==> config.mk <==
export PLATFORM = sky130hd
export DESIGN_NAME = datapath_alu_fragment_flat
export DESIGN_NICKNAME = d
export VERILOG_FILES = /design/src/rtl/datapath_alu_pkg.sv /design/src/rtl/datapath_alu_if.sv /design/src/rtl/datapath_alu_core.sv /design/src/rtl/datapath_alu_fragment.sv /design/src/flat_wrapper.sv
export SDC_FILE = /design/constraint.sdc
export NUM_CORES = 1
export LEC_CHECK = 0
export CORE_UTILIZATION = 39
export DETAILED_ROUTE_END_ITERATION = 6
export GPL_ROUTABILITY_DRIVEN = 0
export SETUP_SLACK_MARGIN = 0.4
export SYNTH_ARGS = -nofsm -noshare
export SYNTH_HDL_FRONTEND = slang
export SYNTH_SLANG_ARGS = --single-unit
export TNS_END_PERCENT = 50
==> constraint.sdc <==
create_clock -name clk -period 10.2 [get_ports clk]
set_clock_uncertainty 0.05 [all_clocks]
set_input_delay 1.53 -clock clk [delete_from_list [all_inputs] [get_ports clk]]
set_output_delay 1.53 -clock clk [all_outputs]
set_load 0.02 [all_outputs]
==> src/rtl/datapath_alu_pkg.sv <==
// Shared encodings and widths for the datapath ALU slice: ALU_op codes,
// operand source selects, register widths and immediate extension helpers.
package datapath_alu_pkg;

  localparam int unsigned DATA_W = 16;
  localparam int unsigned PAGE_W = 4;
  localparam int unsigned CMP_W  = 3;
  localparam int unsigned INTR_W = 9;

  typedef logic [DATA_W-1:0] word_t;

  typedef enum logic [3:0] {
    OP_ADD    = 4'd0,
    OP_SUB    = 4'd1,
    OP_AND    = 4'd2,
    OP_OR     = 4'd3,
    OP_XOR    = 4'd4,
    OP_NOT    = 4'd5,
    OP_SHL    = 4'd6,
    OP_SHR    = 4'd7,
    OP_SRA    = 4'd8,
    OP_PASS_B = 4'd9,
    OP_CMP    = 4'd10,
    OP_PASS_A = 4'd11
  } alu_op_e;

  typedef enum logic [2:0] {
    SRC_A_R    = 3'd0,
    SRC_A_SP   = 3'd1,
    SRC_A_RA   = 3'd2,
    SRC_A_MEM  = 3'd3,
    SRC_A_PC   = 3'd4,
    SRC_A_PAGE = 3'd5,
    SRC_A_INTR = 3'd6,
    SRC_A_ZERO = 3'd7
  } src_a_e;

  typedef enum logic [3:0] {
    SRC_B_R      = 4'd0,
    SRC_B_ZEXT12 = 4'd1,
    SRC_B_ZEXT8  = 4'd2,
    SRC_B_SEXT8  = 4'd3,
    SRC_B_MEM    = 4'd4,
    SRC_B_SEXT12 = 4'd5,
    SRC_B_ONE    = 4'd6,
    SRC_B_TWO    = 4'd7,
    SRC_B_SP     = 4'd8,
    SRC_B_ZERO   = 4'd9
  } src_b_e;

  function automatic word_t zext12(input logic [11:0] v);
    return {4'b0, v};
  endfunction

  function automatic word_t sext12(input logic [11:0] v);
    return {{4{v[11]}}, v};
  endfunction

  function automatic word_t zext8(input logic [7:0] v);
    return {8'b0, v};
  endfunction

  function automatic word_t sext8(input logic [7:0] v);
    return {{8{v[7]}}, v};
  endfunction

endpackage

==> src/rtl/datapath_alu_if.sv <==
// Control/data bundle between decode, the ALU slice and writeback.
// master = decode/writeback side, slave = datapath slice.
interface datapath_alu_if;
  logic        r_write;
  logic        page_write;
  logic        compare_write;
  logic        stack_pointer_write;
  logic        return_address_write;
  logic        interrupt_write;
  logic        r_backup;
  logic        r_restore;
  logic [15:0] r_input;
  logic [3:0]  page_input;
  logic [2:0]  compare_input;
  logic [15:0] stack_pointer_input;
  logic [15:0] return_address_input;
  logic [8:0]  interrupt_input;
  logic [2:0]  ALU_src_A;
  logic [3:0]  ALU_src_B;
  logic [15:0] new_PC;
  logic [15:0] memory_out;
  logic [11:0] zero_12_to_16;
  logic [11:0] sign_12_to_16;
  logic [7:0]  zero_8_to_16;
  logic [7:0]  sign_8_to_16;
  logic        mem_shift;
  logic [3:0]  ALU_op;
  logic [15:0] result;
  logic        zero_indicator;
  logic [2:0]  compare_flags;
  logic        should_skip;

  modport master (
    output r_write, page_write, compare_write, stack_pointer_write,
           return_address_write, interrupt_write, r_backup, r_restore,
           r_input, page_input, compare_input, stack_pointer_input,
           return_address_input, interrupt_input, ALU_src_A, ALU_src_B,
           new_PC, memory_out, zero_12_to_16, sign_12_to_16, zero_8_to_16,
           sign_8_to_16, mem_shift, ALU_op,
    input  result, zero_indicator, compare_flags, should_skip
  );

  modport slave (
    input  r_write, page_write, compare_write, stack_pointer_write,
           return_address_write, interrupt_write, r_backup, r_restore,
           r_input, page_input, compare_input, stack_pointer_input,
           return_address_input, interrupt_input, ALU_src_A, ALU_src_B,
           new_PC, memory_out, zero_12_to_16, sign_12_to_16, zero_8_to_16,
           sign_8_to_16, mem_shift, ALU_op,
    output result, zero_indicator, compare_flags, should_skip
  );
endinterface

==> src/rtl/datapath_alu_core.sv <==
// Combinational ALU: operation select, zero detect and signed compare flags.
module datapath_alu_core
  import datapath_alu_pkg::*;
(
  input  word_t       a,
  input  word_t       b,
  input  alu_op_e     op,
  output word_t       result,
  output logic        zero_indicator,
  output logic [2:0]  compare_flags
);

  logic lt;
  logic eq;

  always_comb begin
    result = a;
    case (op)
      OP_ADD:         result = a + b;
      OP_SUB, OP_CMP: result = a - b;
      OP_AND:         result = a & b;
      OP_OR:          result = a | b;
      OP_XOR:         result = a ^ b;
      OP_NOT:         result = ~a;
      OP_SHL:         result = a << b[3:0];
      OP_SHR:         result = a >> b[3:0];
      OP_SRA:         result = $unsigned($signed(a) >>> b[3:0]);
      OP_PASS_B:      result = b;
      default:        result = a;
    endcase
  end

  // Flags are independent of op so a compare can ride along with any operation.
  assign lt             = $signed(a) < $signed(b);
  assign eq             = (a == b);
  assign compare_flags  = {lt, eq, ~(lt | eq)};
  assign zero_indicator = (result == '0);

endmodule

==> src/rtl/datapath_alu_fragment.sv <==
// Datapath slice: special registers, operand muxes and ALU core.
// Define DATAPATH_ALU_SHADOW_EN to build the r shadow register (r_backup/r_restore).
module datapath_alu_fragment
  import datapath_alu_pkg::*;
(
  input logic          clk,
  input logic          reset,
  datapath_alu_if.slave bus
);

  word_t             r;
  word_t             sp;
  word_t             ra;
  logic [PAGE_W-1:0] page;
  logic [CMP_W-1:0]  compare_reg;
  logic [INTR_W-1:0] intr;

  word_t       mem_operand;
  word_t       a;
  word_t       b;
  logic [2:0]  flags;

`ifdef DATAPATH_ALU_SHADOW_EN
  word_t shadow;

  always_ff @(posedge clk) begin
    if (reset) begin
      r      <= '0;
      shadow <= '0;
    end else begin
      if (bus.r_restore)    r <= shadow;
      else if (bus.r_write) r <= bus.r_input;
      if (bus.r_backup)     shadow <= r;
    end
  end
`else
  logic unused_shadow_ctrl;
  assign unused_shadow_ctrl = bus.r_backup ^ bus.r_restore;

  always_ff @(posedge clk) begin
    if (reset)            r <= '0;
    else if (bus.r_write) r <= bus.r_input;
  end
`endif

  always_ff @(posedge clk) begin
    if (reset) begin
      sp          <= '0;
      ra          <= '0;
      page        <= '0;
      compare_reg <= '0;
      intr        <= '0;
    end else begin
      if (bus.stack_pointer_write)  sp          <= bus.stack_pointer_input;
      if (bus.return_address_write) ra          <= bus.return_address_input;
      if (bus.page_write)           page        <= bus.page_input;
      if (bus.compare_write)        compare_reg <= bus.compare_input;
      if (bus.interrupt_write)      intr        <= bus.interrupt_input;
    end
  end

  assign mem_operand = bus.mem_shift ? {bus.memory_out[14:0], 1'b0} : bus.memory_out;

  always_comb begin
    a = '0;
    case (src_a_e'(bus.ALU_src_A))
      SRC_A_R:    a = r;
      SRC_A_SP:   a = sp;
      SRC_A_RA:   a = ra;
      SRC_A_MEM:  a = mem_operand;
      SRC_A_PC:   a = bus.new_PC;
      SRC_A_PAGE: a = {{(DATA_W-PAGE_W){1'b0}}, page};
      SRC_A_INTR: a = {{(DATA_W-INTR_W){1'b0}}, intr};
      default:    a = '0;
    endcase
  end

  always_comb begin
    b = '0;
    case (src_b_e'(bus.ALU_src_B))
      SRC_B_R:      b = r;
      SRC_B_ZEXT12: b = zext12(bus.zero_12_to_16);
      SRC_B_ZEXT8:  b = zext8(bus.zero_8_to_16);
      SRC_B_SEXT8:  b = sext8(bus.sign_8_to_16);
      SRC_B_MEM:    b = mem_operand;
      SRC_B_SEXT12: b = sext12(bus.sign_12_to_16);
      SRC_B_ONE:    b = 16'd1;
      SRC_B_TWO:    b = 16'd2;
      SRC_B_SP:     b = sp;
      default:      b = '0;
    endcase
  end

  datapath_alu_core u_core (
    .a              (a),
    .b              (b),
    .op             (alu_op_e'(bus.ALU_op)),
    .result         (bus.result),
    .zero_indicator (bus.zero_indicator),
    .compare_flags  (flags)
  );

  assign bus.compare_flags = flags;
  assign bus.should_skip   = |(compare_reg & flags);

endmodule

==> src/flat_wrapper.sv <==
// flat-port wrapper written by rule: the top's interface ports become plain ports
module datapath_alu_fragment_flat import datapath_alu_pkg::*;
  (clk, reset, bus_r_write, bus_page_write, bus_compare_write, bus_stack_pointer_write, bus_return_address_write, bus_interrupt_write, bus_r_backup, bus_r_restore, bus_r_input, bus_page_input, bus_compare_input, bus_stack_pointer_input, bus_return_address_input, bus_interrupt_input, bus_ALU_src_A, bus_ALU_src_B, bus_new_PC, bus_memory_out, bus_zero_12_to_16, bus_sign_12_to_16, bus_zero_8_to_16, bus_sign_8_to_16, bus_mem_shift, bus_ALU_op, bus_result, bus_zero_indicator, bus_compare_flags, bus_should_skip);
  datapath_alu_if bus_i ();
  input logic clk;
  input logic reset;
  input wire logic [$bits(bus_i.r_write)-1:0] bus_r_write;
  input wire logic [$bits(bus_i.page_write)-1:0] bus_page_write;
  input wire logic [$bits(bus_i.compare_write)-1:0] bus_compare_write;
  input wire logic [$bits(bus_i.stack_pointer_write)-1:0] bus_stack_pointer_write;
  input wire logic [$bits(bus_i.return_address_write)-1:0] bus_return_address_write;
  input wire logic [$bits(bus_i.interrupt_write)-1:0] bus_interrupt_write;
  input wire logic [$bits(bus_i.r_backup)-1:0] bus_r_backup;
  input wire logic [$bits(bus_i.r_restore)-1:0] bus_r_restore;
  input wire logic [$bits(bus_i.r_input)-1:0] bus_r_input;
  input wire logic [$bits(bus_i.page_input)-1:0] bus_page_input;
  input wire logic [$bits(bus_i.compare_input)-1:0] bus_compare_input;
  input wire logic [$bits(bus_i.stack_pointer_input)-1:0] bus_stack_pointer_input;
  input wire logic [$bits(bus_i.return_address_input)-1:0] bus_return_address_input;
  input wire logic [$bits(bus_i.interrupt_input)-1:0] bus_interrupt_input;
  input wire logic [$bits(bus_i.ALU_src_A)-1:0] bus_ALU_src_A;
  input wire logic [$bits(bus_i.ALU_src_B)-1:0] bus_ALU_src_B;
  input wire logic [$bits(bus_i.new_PC)-1:0] bus_new_PC;
  input wire logic [$bits(bus_i.memory_out)-1:0] bus_memory_out;
  input wire logic [$bits(bus_i.zero_12_to_16)-1:0] bus_zero_12_to_16;
  input wire logic [$bits(bus_i.sign_12_to_16)-1:0] bus_sign_12_to_16;
  input wire logic [$bits(bus_i.zero_8_to_16)-1:0] bus_zero_8_to_16;
  input wire logic [$bits(bus_i.sign_8_to_16)-1:0] bus_sign_8_to_16;
  input wire logic [$bits(bus_i.mem_shift)-1:0] bus_mem_shift;
  input wire logic [$bits(bus_i.ALU_op)-1:0] bus_ALU_op;
  output wire logic [$bits(bus_i.result)-1:0] bus_result;
  output wire logic [$bits(bus_i.zero_indicator)-1:0] bus_zero_indicator;
  output wire logic [$bits(bus_i.compare_flags)-1:0] bus_compare_flags;
  output wire logic [$bits(bus_i.should_skip)-1:0] bus_should_skip;
  assign bus_i.r_write = bus_r_write;
  assign bus_i.page_write = bus_page_write;
  assign bus_i.compare_write = bus_compare_write;
  assign bus_i.stack_pointer_write = bus_stack_pointer_write;
  assign bus_i.return_address_write = bus_return_address_write;
  assign bus_i.interrupt_write = bus_interrupt_write;
  assign bus_i.r_backup = bus_r_backup;
  assign bus_i.r_restore = bus_r_restore;
  assign bus_i.r_input = bus_r_input;
  assign bus_i.page_input = bus_page_input;
  assign bus_i.compare_input = bus_compare_input;
  assign bus_i.stack_pointer_input = bus_stack_pointer_input;
  assign bus_i.return_address_input = bus_return_address_input;
  assign bus_i.interrupt_input = bus_interrupt_input;
  assign bus_i.ALU_src_A = bus_ALU_src_A;
  assign bus_i.ALU_src_B = bus_ALU_src_B;
  assign bus_i.new_PC = bus_new_PC;
  assign bus_i.memory_out = bus_memory_out;
  assign bus_i.zero_12_to_16 = bus_zero_12_to_16;
  assign bus_i.sign_12_to_16 = bus_sign_12_to_16;
  assign bus_i.zero_8_to_16 = bus_zero_8_to_16;
  assign bus_i.sign_8_to_16 = bus_sign_8_to_16;
  assign bus_i.mem_shift = bus_mem_shift;
  assign bus_i.ALU_op = bus_ALU_op;
  assign bus_result = bus_i.result;
  assign bus_zero_indicator = bus_i.zero_indicator;
  assign bus_compare_flags = bus_i.compare_flags;
  assign bus_should_skip = bus_i.should_skip;
  datapath_alu_fragment u_core (.clk(clk), .reset(reset), .bus(bus_i));
endmodule
* Yosys cells after proc, flatten, opt, wreduce, memory -nomap -nowiden
Index checks and enable logic that the tools add are counted. W data, S select, Z words.
Cells by class: add/subtract/negate cells 2, order comparisons 1, equality and inequality tests 25, shift-type cells 3, multiplexer cells 4, bitwise logic cells 7, reductions and logical operators 6
Operators by type and width (count):
- $pmux W16 S10 | 1
- $pmux W16 S9 | 1
- $pmux W16 S7 | 1
- $eq A4 B3 Y1 const B | 8
- $add A16 B16 Y16 | 1
- $and A16 B16 Y16 | 1
- $eq A16 B16 Y1 | 1
- $eq A4 B2 Y1 const B | 4
- $eq A4 B4 Y1 const B | 4
- $logic_not A16 Y1 | 1
- $lt A16 B16 Y1 | 1
- $mux W16 | 1
- $not A16 Y16 | 1
- $or A16 B16 Y16 | 1
- $shl A16 B4 Y16 | 1
- $shr A16 B4 Y16 | 1
- $sshr A16 B4 Y16 | 1
- $sub A16 B16 Y16 | 1
- $xor A16 B16 Y16 | 1
- $eq A3 B3 Y1 const B | 3
- $eq A4 B1 Y1 const B | 2
- $logic_not A4 Y1 | 2
- $eq A3 B2 Y1 const B | 2
- $and A3 B3 Y3 | 1
- other kinds (6) | 6
Storage, ports and cells: bits in registers 64, bits of input ports 158, output and inout bits 21, word-level logic and storage cells 54

* Longest topological paths before layout
Gate-level depths: netlist of run 1.
word-level depth 7, gate-level depth with buffers 22, depth with buffers taken out 18

* Modules after synthesis
Synthesis of run 1 repeated with hierarchy kept, for this count alone.
Unflattened totals: cell total of the unflattened synthesis 1189, area total of the unflattened synthesis 8943.6 µm²
By module, submodules not included:
- datapath_alu_core | times used 1, cells an instance 732, area each 5019.8 µm², seq. area each 0.0 µm²
- datapath_alu_fragment | times used 1, cells an instance 457, area each 3923.8 µm², seq. area each 1281.2 µm²

* Worst setup path before layout of run 1
OpenSTA, ideal clock, no wires.
path kind input-to-output, start in bus_ALU_src_B[2], end out bus_zero_indicator, arrival time 5967 ps, required time 8620 ps, path slack 2653 ps, stages 19, path buffers 4, cell sequence buf_6 > buf_6 > clkbuf_1 > nor4b_2 > a211o_1 > inv_1 > ha_1 > clkbuf_1 > inv_1 > a221o_1 > a21oi_1 > o31ai_1 > o31ai_1 > xnor2_1 > nor2_1 > o32a_1 > nor4_2 > nand4b_1 > nor4_2
Between the ends: longest elaborated chain between the ends 5, elaborated cells between the ends (all ways) 20, those cells by class 2 x add/sub; 8 x eq/ne; 3 x shift; 2 x mux; 3 x bitwise; 2 x reduce/logical
RTL lines:
- start: declaration | RTL line flat_wrapper.sv:22 | input wire logic [$bits(bus_i.ALU_src_B)-1:0] bus_ALU_src_B;
- $eq A4 B4 Y1 (tied with other cells) | RTL line datapath_alu_fragment.sv:80 | case (src_b_e'(bus.ALU_src_B))
- $pmux W16 S9 * | RTL line datapath_alu_fragment.sv:80
- $sub A16 B16 Y16 (tied with other cells) | RTL line datapath_alu_core.sv:20 | OP_SUB, OP_CMP: result = a - b;
- $pmux W16 S10 * | RTL line datapath_alu_core.sv:18 | case (op)
- named net bus_result[12] | RTL line flat_wrapper.sv:31 | output wire logic [$bits(bus_i.result)-1:0] bus_result;
- $logic_not A16 Y1 * | RTL line datapath_alu_core.sv:37 | assign zero_indicator = (result == '0);
- end: declaration | RTL line flat_wrapper.sv:32 | output wire logic [$bits(bus_i.zero_indicator)-1:0] bus_zero_indicator;
The timed path passes the listed nets; every way through them passes the cells marked *.

* Worst setup path after layout of run 1
start in bus_mem_shift, end out bus_zero_indicator
Between the ends: longest elaborated chain between the ends 5, elaborated cells between the ends (all ways) 14, those cells by class 2 x add/sub; 3 x shift; 4 x mux; 4 x bitwise; 1 x reduce/logical
RTL lines:
- start: declaration | RTL line flat_wrapper.sv:29 | input wire logic [$bits(bus_i.mem_shift)-1:0] bus_mem_shift;
- $mux W16 * | RTL line datapath_alu_fragment.sv:62 | assign mem_operand = bus.mem_shift ? {bus.memory_out[14:0], 1'b0} : bus.memory_out;
- $pmux W16 S9 / $pmux W16 S7 (equally long branches) | RTL line datapath_alu_fragment.sv:80, datapath_alu_fragment.sv:66
- $sub A16 B16 Y16 (tied with other cells) | RTL line datapath_alu_core.sv:20
- $pmux W16 S10 * | RTL line datapath_alu_core.sv:18
- $logic_not A16 Y1 * | RTL line datapath_alu_core.sv:37
Every way passes the cells marked *; elsewhere a longest branch is shown, timed or not.

==> reports/metrics.csv, run 1 <==
metric;value;unit
status;finished with violations;
failing checks;design-rule violations;
Synth top area share;17.64;%
synth top area cells;mux2i_1, dfxtp_1, ha_1;
Worst Path Class, Setup;input port to output pin;
post-route ant nets;0;
HP Class;flop to flop;
Die X;153.1;um
Async S/R FF share, synth;0;%
Synth Flop Type;dfxtp_1;
CTS clk-pin slew, worst paths;50;ps
initial antenna violation count;1;
f_max;105.1;MHz
fin area;11020;um^2
Buf/Inv on CP;3;
fill cell count;2204;
largest net degree at the start of global routing;65;
die area;23450;um^2
Hold Crit Depth;2;
final worst-path cycle share;93.26;%
dpl ws;869.2;ps
Core Rows;54;
cell chain of the critical path;clkdlybuf4s50_1, mux2_2, a221oi_4, inv_1, ha_1, nor3_1, nand2_1, or3_1, nor3_1, o31ai_1, o21ai_0, o31a_1, a41oi_1, nor4_2, nand4b_1, nor4_2, clkdlybuf4s50_1;
headroom to the max-slew limit;26.08;%
synth warn;0;
Placement Cell Area;10730;um^2
Flop pwr share;23.7;%
busiest metal layer after global routing;met2;
P_sw;467.5;uW
Core ar.;22090;um^2
vias in the first global route;9552;
Sw Ratio;40.00;%
max_cap viols;0;
Via Count;9992;
Clock Tree Root;clkbuf_16;
register area;1281;um^2
Post-Syn Nets;1403;
worst vdd ir;0.00008954;V
Mapped Cells;1196;
layout cells sized above 1;7.885;%
FF-to-FF path depth;2;
global-route met3 utilization;6.578;%
final worst setup slack;687.0;ps
routing usage on met2;49.12;%
Initial DRC Count;1031;
RR Startpoint;u_core.sp[1];
drt pass-1 iters;7;
Final min period;9513;ps
area occupied by multi-input gates;6883;um^2
total wire length;36.82;mm
internal reg-to-reg setup slack;9430;ps
final hold violations;0;
hold_sp;u_core.ra[4];
critical path capture point type;output pin;
Final Net Count;1521;
later-pin clock latency in the skew report;330;ps
hold path endpoint;u_core.ra[4];
Gate power share;50.7;%
Layout Area Growth over Synthesis;23.67;%
Distinct cells, synth;87;
cell type with the largest total area after synthesis;mux2i_1;
Top Ports;179;
Worst-Margin Slew;1105;ps
GRT Util Overall;30.91;%
Regs by FF count;u_core.r (16), u_core.ra (16), u_core.sp (16);
Final setup viols;0;
wire length per cell;23.00;um
delay-heaviest family, CP;simple AND/OR/NAND/NOR gates;
RR Endpoint;u_core.sp[1];
CTS buffer count;9;
power density cells;106.1;nW/um^2
dpl hpwl;28.86;mm
# DRC;2;
Leakage;0.004545;uW
number of enable flip-flop cells after synthesis;0;
# clock sinks;64;
Req. time, crit path;8620;ps
CTS tree;yes;
H-tree depth;3;
Max FO, Critical Path;11;
Max clock buf depth;2;
total power;1169;uW
global-route wire length before repair;56.87;mm
Pins Over Slew Limit;0;
PortBufs;176;
DR vias/cell;6.241;
Crit-path slowest cell;clkdlybuf4s50_1;
grt total ovfl;0;
syn_area_per_cell;7.449;um^2
Total Neg Setup Slack;0;ps
Int Power;701.1;uW
CP peak stage delay;790;ps
Initial Utilization;40.32;%
clock power share;25.6;%
#FFs+latches synth;64;
Seq/Total Area, Yosys;14.38;%
Syn Std Cell Area;8909;um^2
grt met1 use;40.06;%
RSZ-0062 raised after global routing;no;
Die H;153.1;um
critical path arrival;7930;ps
Startpoint Class;input port;
[final cells by class]
type	instances	area share, %
Tap cell	280	3.180
Inverter	46	1.613
Timing Repair Buffer	213	18.49
Clock inverter	3	0.3861
Multi-Input combinational cell	980	62.48
Antenna cell	2	0.04543
Clock buffer	13	2.181
Sequential cell	64	11.63
[power groups by stage]
stage | clock [uW] | sequential [uW] | combinational [uW]
2_1_floorplan | 0 | 277 | 375
3_3_place_gp | 0 | 282 | 571
3_5_place_dp | 0 | 282 | 574
4_1_cts | 303 | 277 | 577
5_1_grt | 313 | 279 | 632
6_report | 299 | 278 | 592
[cells in the final DEF, fill, tap and decap left out, types with 36 or more instances in the layout]
| cell | synthesis | layout |
|---|---|---|
| clkdlybuf4s50_1 | 0 | 174 |
| nor3_1 | 36 | 36 |
| ha_1 | 47 | 47 |
| mux2i_1 | 157 | 157 |
| nand2_1 | 88 | 88 |
| nor2_1 | 154 | 154 |
| buf_4 | 8 | 37 |
| a21oi_1 | 65 | 65 |
| o21ai_0 | 59 | 59 |
| dfxtp_1 | 64 | 64 |
| inv_1 | 40 | 40 |
[per-layer routing]
layer | share of wire, % | vias to the layer above | routed length (um)
met1 | 41 | 4610 | 15110
li1 | - | 4683 | -
met5 | 0 | - | 0
met4 | 4.2 | 0 | 1551
met2 | 44 | 596 | 16380
met3 | 10 | 103 | 3790
[synthesized netlist by cell type, types with 10 or more instances]
| library cell | count |
|---|---|
| nand3_1 | 21 |
| o211ai_1 | 14 |
| nor4_1 | 11 |
| nand3b_1 | 10 |
| ha_1 | 47 |
| inv_1 | 40 |
| nor3_1 | 36 |
| a21oi_1 | 65 |
| nor2_1 | 154 |
| mux2i_1 | 157 |
| dfxtp_1 | 64 |
| nand2_1 | 88 |
| a211oi_1 | 16 |
| nand2b_1 | 15 |
| clkbuf_1 | 48 |
| a31oi_1 | 11 |
| buf_6 | 10 |
| a221oi_1 | 12 |
| o22ai_1 | 22 |
| buf_2 | 30 |
| a22oi_1 | 22 |
| mux2_2 | 19 |
| o21ai_0 | 59 |
[cell families (layout without fill, tap and decap cells)]
group | Yosys count | count (layout) | share of synthesized area (%)
other | 0 | 2 | 0
DFF | 64 | 64 | 14.38
xor gates and xnor gates | 8 | 8 | 0.7864
buffers and inverters | 152 | 275 | 8.427
and+or+nand+nor | 414 | 414 | 22.84
AOI/OAI and AO/OA | 331 | 331 | 25.97
muxes | 178 | 178 | 20.55
adders and majority gates | 49 | 49 | 7.051
[repair_timing]
action / in CTS / in global routing
resized for setup: 0 / 1
hold buffers: 0 / 0
buffers inserted: 0 / 0
endpoints found under the setup margin: 0 / 1
[stage by stage]
step,hold slack [ps],util [%],instances
3_5_place_dp,431.5,48.55,1583
3_3_place_gp,419.8,48.55,1583
4_1_cts,444.3,49.83,1599
5_1_grt,468.5,49.86,1601
6_report,442.8,49.86,1601
2_1_floorplan,402.7,-,1196
[worst register-to-register path, cell delays in order, from the launching register on]
cell	delay [ps]
dfxtp_1	440
mux2i_1	100
nor2_1	110
[how the worst max path moves through the flow]
| stage | slack (ps) | endpoint | depth (start not counted) | startpoint |
|---|---|---|---|---|
| after floorplan | 2650 | bus_zero_indicator | 19 | bus_ALU_src_B[2] |
| after CTS | 850 | bus_zero_indicator | 18 | bus_ALU_src_A[2] |
| after detailed placement | 870 | bus_zero_indicator | 17 | bus_ALU_src_A[2] |
| final | 690 | bus_zero_indicator | 17 | bus_mem_shift |
| after global placement | 940 | bus_zero_indicator | 17 | bus_ALU_src_A[2] |
| after global routing | 420 | bus_zero_indicator | 20 | bus_ALU_src_B[3] |
No activity file was read; power rests on OpenSTA's default activity.
==> run 2, diff against run 1 <==
- CORE_MARGIN: default -> 5
- CTS_CLUSTER_SIZE: default -> 8
==> run 2 against run 1 <==
The flow now finishes without violations. Sequential share of layout area about the same. Sequential power about the same. Non-clock buffer count unchanged. Utilization shrank 1.0 points. Register-to-register slack got worse by 30 ps. Critical path depth increased by 2. Total power grew 1.2%. Sequential cell count is the same. Combinational power is 0.7% higher. Clock power rose by 3%. Global-route usage shrank 3.2 points. Largest power group unchanged. Highest routed layer is now met5.
==> reports/metrics.csv, run 2 (synthesis results as in run 1) <==
metric;value;unit
post-route ant nets;0;
wire length per cell;23.32;um
Max clock buf depth;2;
post_cts resized;0;
max layer used;met5;
Die H;161.1;um
CTS buffer count;9;
RR Endpoint;u_core.sp[1];
layout cells sized above 1;7.961;%
# clock sinks;64;
f_max;105.3;MHz
headroom to the max-slew limit;22.55;%
Initial DRC Count;1139;
status;finished, final reports clean;
Layout Area Growth over Synthesis;23.78;%
Max FO, Critical Path;29;
max_cap viols;0;
Final min period;9492;ps
PortBufs;176;
RSZ-0062 raised after global routing;no;
vias in the first global route;9864;
postcts setup bufs;0;
Core Rows;55;
Top Ports;179;
met1 WL;15.04;mm
die area;25960;um^2
drt pass-1 iters;6;
DR vias/cell;6.328;
initial antenna violation count;4;
final worst-path cycle share;93.06;%
critical path arrival;7910;ps
Final Net Count;1521;
Clock Tree Root;clkbuf_16;
hold_sp;u_core.page[2];
Regs by FF count;u_core.r (16), u_core.ra (16), u_core.sp (16);
internal reg-to-reg setup slack;9400;ps
Antenna Cells;0;
commonest non-fill, non-tap cells in the layout;clkdlybuf4s50_1, mux2i_1, nor2_1;
Worst-Margin Slew;1151;ps
Startpoint Class;input port;
critical path capture point type;output pin;
CTS clk-pin slew, worst paths;50;ps
global-route wire length before repair;57.62;mm
total wire length;37.41;mm
DR WL met3;4.138;mm
Via Count;10150;
dpl hpwl;29.54;mm
Initial Utilization;39.47;%
Final setup viols;0;
HP Class;flop to flop;
hold path endpoint;u_core.page[2];
worst vdd ir;0.00009604;V
CTS tree;yes;
routed wl met2;16.60;mm
Hold Crit Depth;2;
final core utilization;48.85;%
RR Startpoint;u_core.sp[1];
Worst Path Class, Setup;input port to output pin;
Core ar.;22570;um^2
largest net degree at the start of global routing;65;
CP peak stage delay;670;ps
Pins Over Slew Limit;0;
GRT Util Overall;27.70;%
Crit-path slowest cell;clkdlybuf4s50_1;
# DRC;0;
final hold violations;0;
FF-to-FF path depth;2;
Buf/Inv on CP;4;
hold buffers post-CTS;0;
grt total ovfl;0;
delay-heaviest family, CP;compound AO/OA/AOI/OAI gates;
cell chain of the critical path;clkdlybuf4s50_1, buf_4, mux2i_1, o22ai_1, a221oi_4, inv_1, ha_1, nor2_1, a221o_1, a21oi_1, o31ai_1, o31ai_1, xnor2_1, nor2_1, o32a_1, nor4_2, nand4b_1, nor4_2, clkdlybuf4s50_1;
Leakage;0.004549;uW
H-tree depth;3;
Die X;161.1;um
Req. time, crit path;8620;ps
most common cell after layout, fill and taps aside;clkdlybuf4s50_1;
Total Neg Setup Slack;0;ps
later-pin clock latency in the skew report;330;ps
power density cells;107.3;nW/um^2
run 2: routing by layer:
metal / vias to the layer above / global-route usage [%]
met5: - / 0
met4: 8 / 11.01
met3: 127 / 6.992
met2: 599 / 45.36
met1: 4740 / 34.99
li1: 4676 / -
run 2: area by class of cell:
cell class                      instances  area [um^2]
Sequential cell                        64         1281
Multi-Input combinational cell        980         6877
Tap cell                              285        356.6
Inverter                               46        177.7
Fill cell                            2308        11540
Clock inverter                          3        40.04
Timing Repair Buffer                  213         2034
Clock buffer                           13        260.3
run 2: power by group:
part	total, uW	switching (uW)	internal [uW]
Combinational	596	347	249
Sequential	278	12.9	266
Clock	308	107	202
run 2: how the worst max path moves through the flow:
stage	start	to	slack, ps	cells after the start
CTS	bus_ALU_src_A[0]	bus_zero_indicator	880	19
global placement	bus_ALU_src_A[0]	bus_zero_indicator	930	19
floorplan	bus_ALU_src_B[2]	bus_zero_indicator	2650	19
finish	bus_ALU_src_A[0]	bus_zero_indicator	710	19
detailed placement	bus_ALU_src_A[0]	bus_zero_indicator	900	19
global route	bus_ALU_src_B[2]	bus_zero_indicator	410	19
run 2: metrics by stage:
step | std cells | power [uW] | hold slack [ps] | setup slack, ps | area (um^2)
5_1_grt | 1604 | 1241 | 477.5 | 415.0 | 11030
6_report | 1604 | 1183 | 442.6 | 707.6 | 11030
4_1_cts | 1604 | 1174 | 442.5 | 879.3 | 11030
2_1_floorplan | 1196 | 652.0 | 402.7 | 2653 | 8909
3_3_place_gp | 1588 | 860.6 | 423.6 | 929.3 | 10730
3_5_place_dp | 1588 | 863.5 | 429.7 | 900.0 | 10730
run 2: worst min-delay path: stages, from the launching register on:
cell and delay (ps):
dfxtp_1 320, mux2i_1 60, nor2_1 70
==> run 3, diff against run 2 <==
- CAP_MARGIN: default -> 10
- CORE_UTILIZATION: 39 -> 58
- PLACE_DENSITY: default -> 0.89
==> run 3 against run 2 <==
The flow now finishes with violations (design-rule violations). Clock power shrank 6%. Wire length decreased by 3.3%. Hold slack better by 9.6 ps. Combinational power shrank 0.7%. Register-to-register slack got worse by 30 ps. Via count grew 6.7%. First-iteration DRC count increased by 84%. Sequential share of layout area up 0.21 points. Setup slack got worse by 110 ps. Die area down 31%. Critical endpoint unchanged. Largest cell class unchanged. Largest power group unchanged.
==> reports/metrics.csv, run 3 (synthesis results as in run 1) <==
metric;value;unit
Core ar.;15150;um^2
Worst-Margin Slew;1130;ps
CTS clk-pin slew, worst paths;60;ps
post-route ant nets;0;
dpl hpwl;27.05;mm
Placed Instances;1483;
Finished Layout Cells;1499;
Regs by FF count;u_core.r (16), u_core.ra (16), u_core.sp (16);
Top Ports;179;
Startpoint Class;input port;
vias in the first global route;10480;
commonest non-fill, non-tap cells in the layout;clkdlybuf4s50_1, mux2i_1, nor2_1;
CTS buffer count;9;
Initial DRC Count;2091;
postcts setup bufs;0;
Final min period;9600;ps
# DRC;19;
P_sw;475.5;uW
Core Rows;45;
status;finished with violations;
H-tree depth;3;
post_cts resized;0;
critical path arrival;8020;ps
# clock sinks;64;
Antenna Cells;0;
failing checks;design-rule violations;
Layout Area Growth over Synthesis;21.63;%
GRT Util Overall;38.74;%
global-route wire length before repair;56.12;mm
Int Power;687.2;uW
Leakage;0.004497;uW
fill cell count;1146;
PortBufs;176;
Clock Tree Root;clkbuf_16;
Max FO, Critical Path;17;
Final setup viols;0;
HP Class;flop to flop;
Req. time, crit path;8620;ps
Via Count;10840;
max_cap viols;0;
RSZ-0062 raised after global routing;no;
f_max;104.2;MHz
Initial Utilization;58.82;%
drt pass-1 iters;7;
Flop pwr share;24.1;%
Final Net Count;1513;
critical path capture point type;output pin;
Sw Ratio;40.90;%
Gate power share;50.9;%
Die H;133.9;um
wire length per cell;24.14;um
final hold violations;0;
largest net degree at the start of global routing;65;
later-pin clock latency in the skew report;330;ps
final worst-path cycle share;94.12;%
Total Neg Setup Slack;0;ps
Placement Cell Area;10550;um^2
DR vias/cell;7.228;
fin area;10840;um^2
grt total ovfl;0;
Max clock buf depth;2;
die area;17940;um^2
hold buffers post-CTS;0;
most common cell after layout, fill and taps aside;clkdlybuf4s50_1;
layout cells sized above 1;7.551;%
headroom to the max-slew limit;23.59;%
CTS tree;yes;
Pins Over Slew Limit;0;
total wire length;36.19;mm
power density cells;107.3;nW/um^2
initial antenna violation count;0;
worst vdd ir;0.0001179;V
clock power share;25.0;%
Die X;133.9;um
Worst Path Class, Setup;input port to output pin;
-- run 3: cell types whose count changed in the layout (fill, tap and decap cells not counted) --
cell,change
buf_4,-8
bufinv_16,-1
clkbuf_1,-1
clkinv_2,-1
clkinv_4,+1
clkinvlp_4,+2
nor3_1,-1
nor3_2,+1
o21ai_0,-1
o21ai_1,+1
-- run 3: layer usage --
layer  GRT usage (%)  part of all wire (%)  vias to the layer above
met5               0                     0                        -
met4           25.20                   8.1                        0
met3           11.82                    14                      288
met2           61.26                    43                     1017
met1           45.46                    35                     4879
li1                -                     -                     4651
-- run 3: layout make-up --
class | count | area, um^2 | area share (%)
Clock buffer | 12 | 256.5 | 2.367
Multi-Input combinational cell | 980 | 6882 | 63.51
Clock inverter | 4 | 28.78 | 0.2656
Inverter | 46 | 177.7 | 1.640
Timing Repair Buffer | 205 | 1974 | 18.22
Tap cell | 188 | 235.2 | 2.171
Sequential cell | 64 | 1281 | 11.82
-- run 3: through the flow --
step / hold slack, ps / power (uW) / utilization (%) / setup slack (ps)
after floorplan: 402.7 / 652.0 / - / 2653
after global placement: 418.1 / 832.1 / 69.66 / 1104
after detailed placement: 429.5 / 844.6 / 69.66 / 989.3
after CTS: 446.4 / 1138 / 71.54 / 876.3
after global routing: 461.8 / 1208 / 71.54 / 462.9
final: 452.2 / 1163 / 71.54 / 600.1
-- run 3: worst paths after layout --
| kind | end | depth (start not counted) | startpoint | slack, ps |
|---|---|---|---|---|
| hold reg to reg | u_core.ra[4] | 2 | u_core.ra[4] | 450 |
| setup reg to reg | u_core.sp[3] | 2 | u_core.sp[3] | 9370 |
| hold / removal | u_core.ra[4] | 2 | u_core.ra[4] | 450 |
| setup / recovery | bus_zero_indicator | 17 | bus_ALU_src_B[0] | 600 |
-- run 3: worst max-delay path, stage by stage --
cell and delay [ps]:
clkdlybuf4s50_1 830, nor4b_1 970, a22oi_1 220, o211ai_1 280
inv_1 120, ha_1 330, a21o_1 210, nor3_1 480
nand4_1 220, o21ai_0 440, o21ai_0 180, a2111oi_0 700
a22oi_1 240, nor4_2 200, nand4b_1 230, nor4_2 190
clkdlybuf4s50_1 640
-- run 3: power groups by stage --
stage,logic (uW),registers [uW],clock network (uW)
floorplan,375,277,0
global placement,550,282,0
detailed placement,562,283,0
CTS,567,278,292
global route,624,280,304
finish,592,280,291
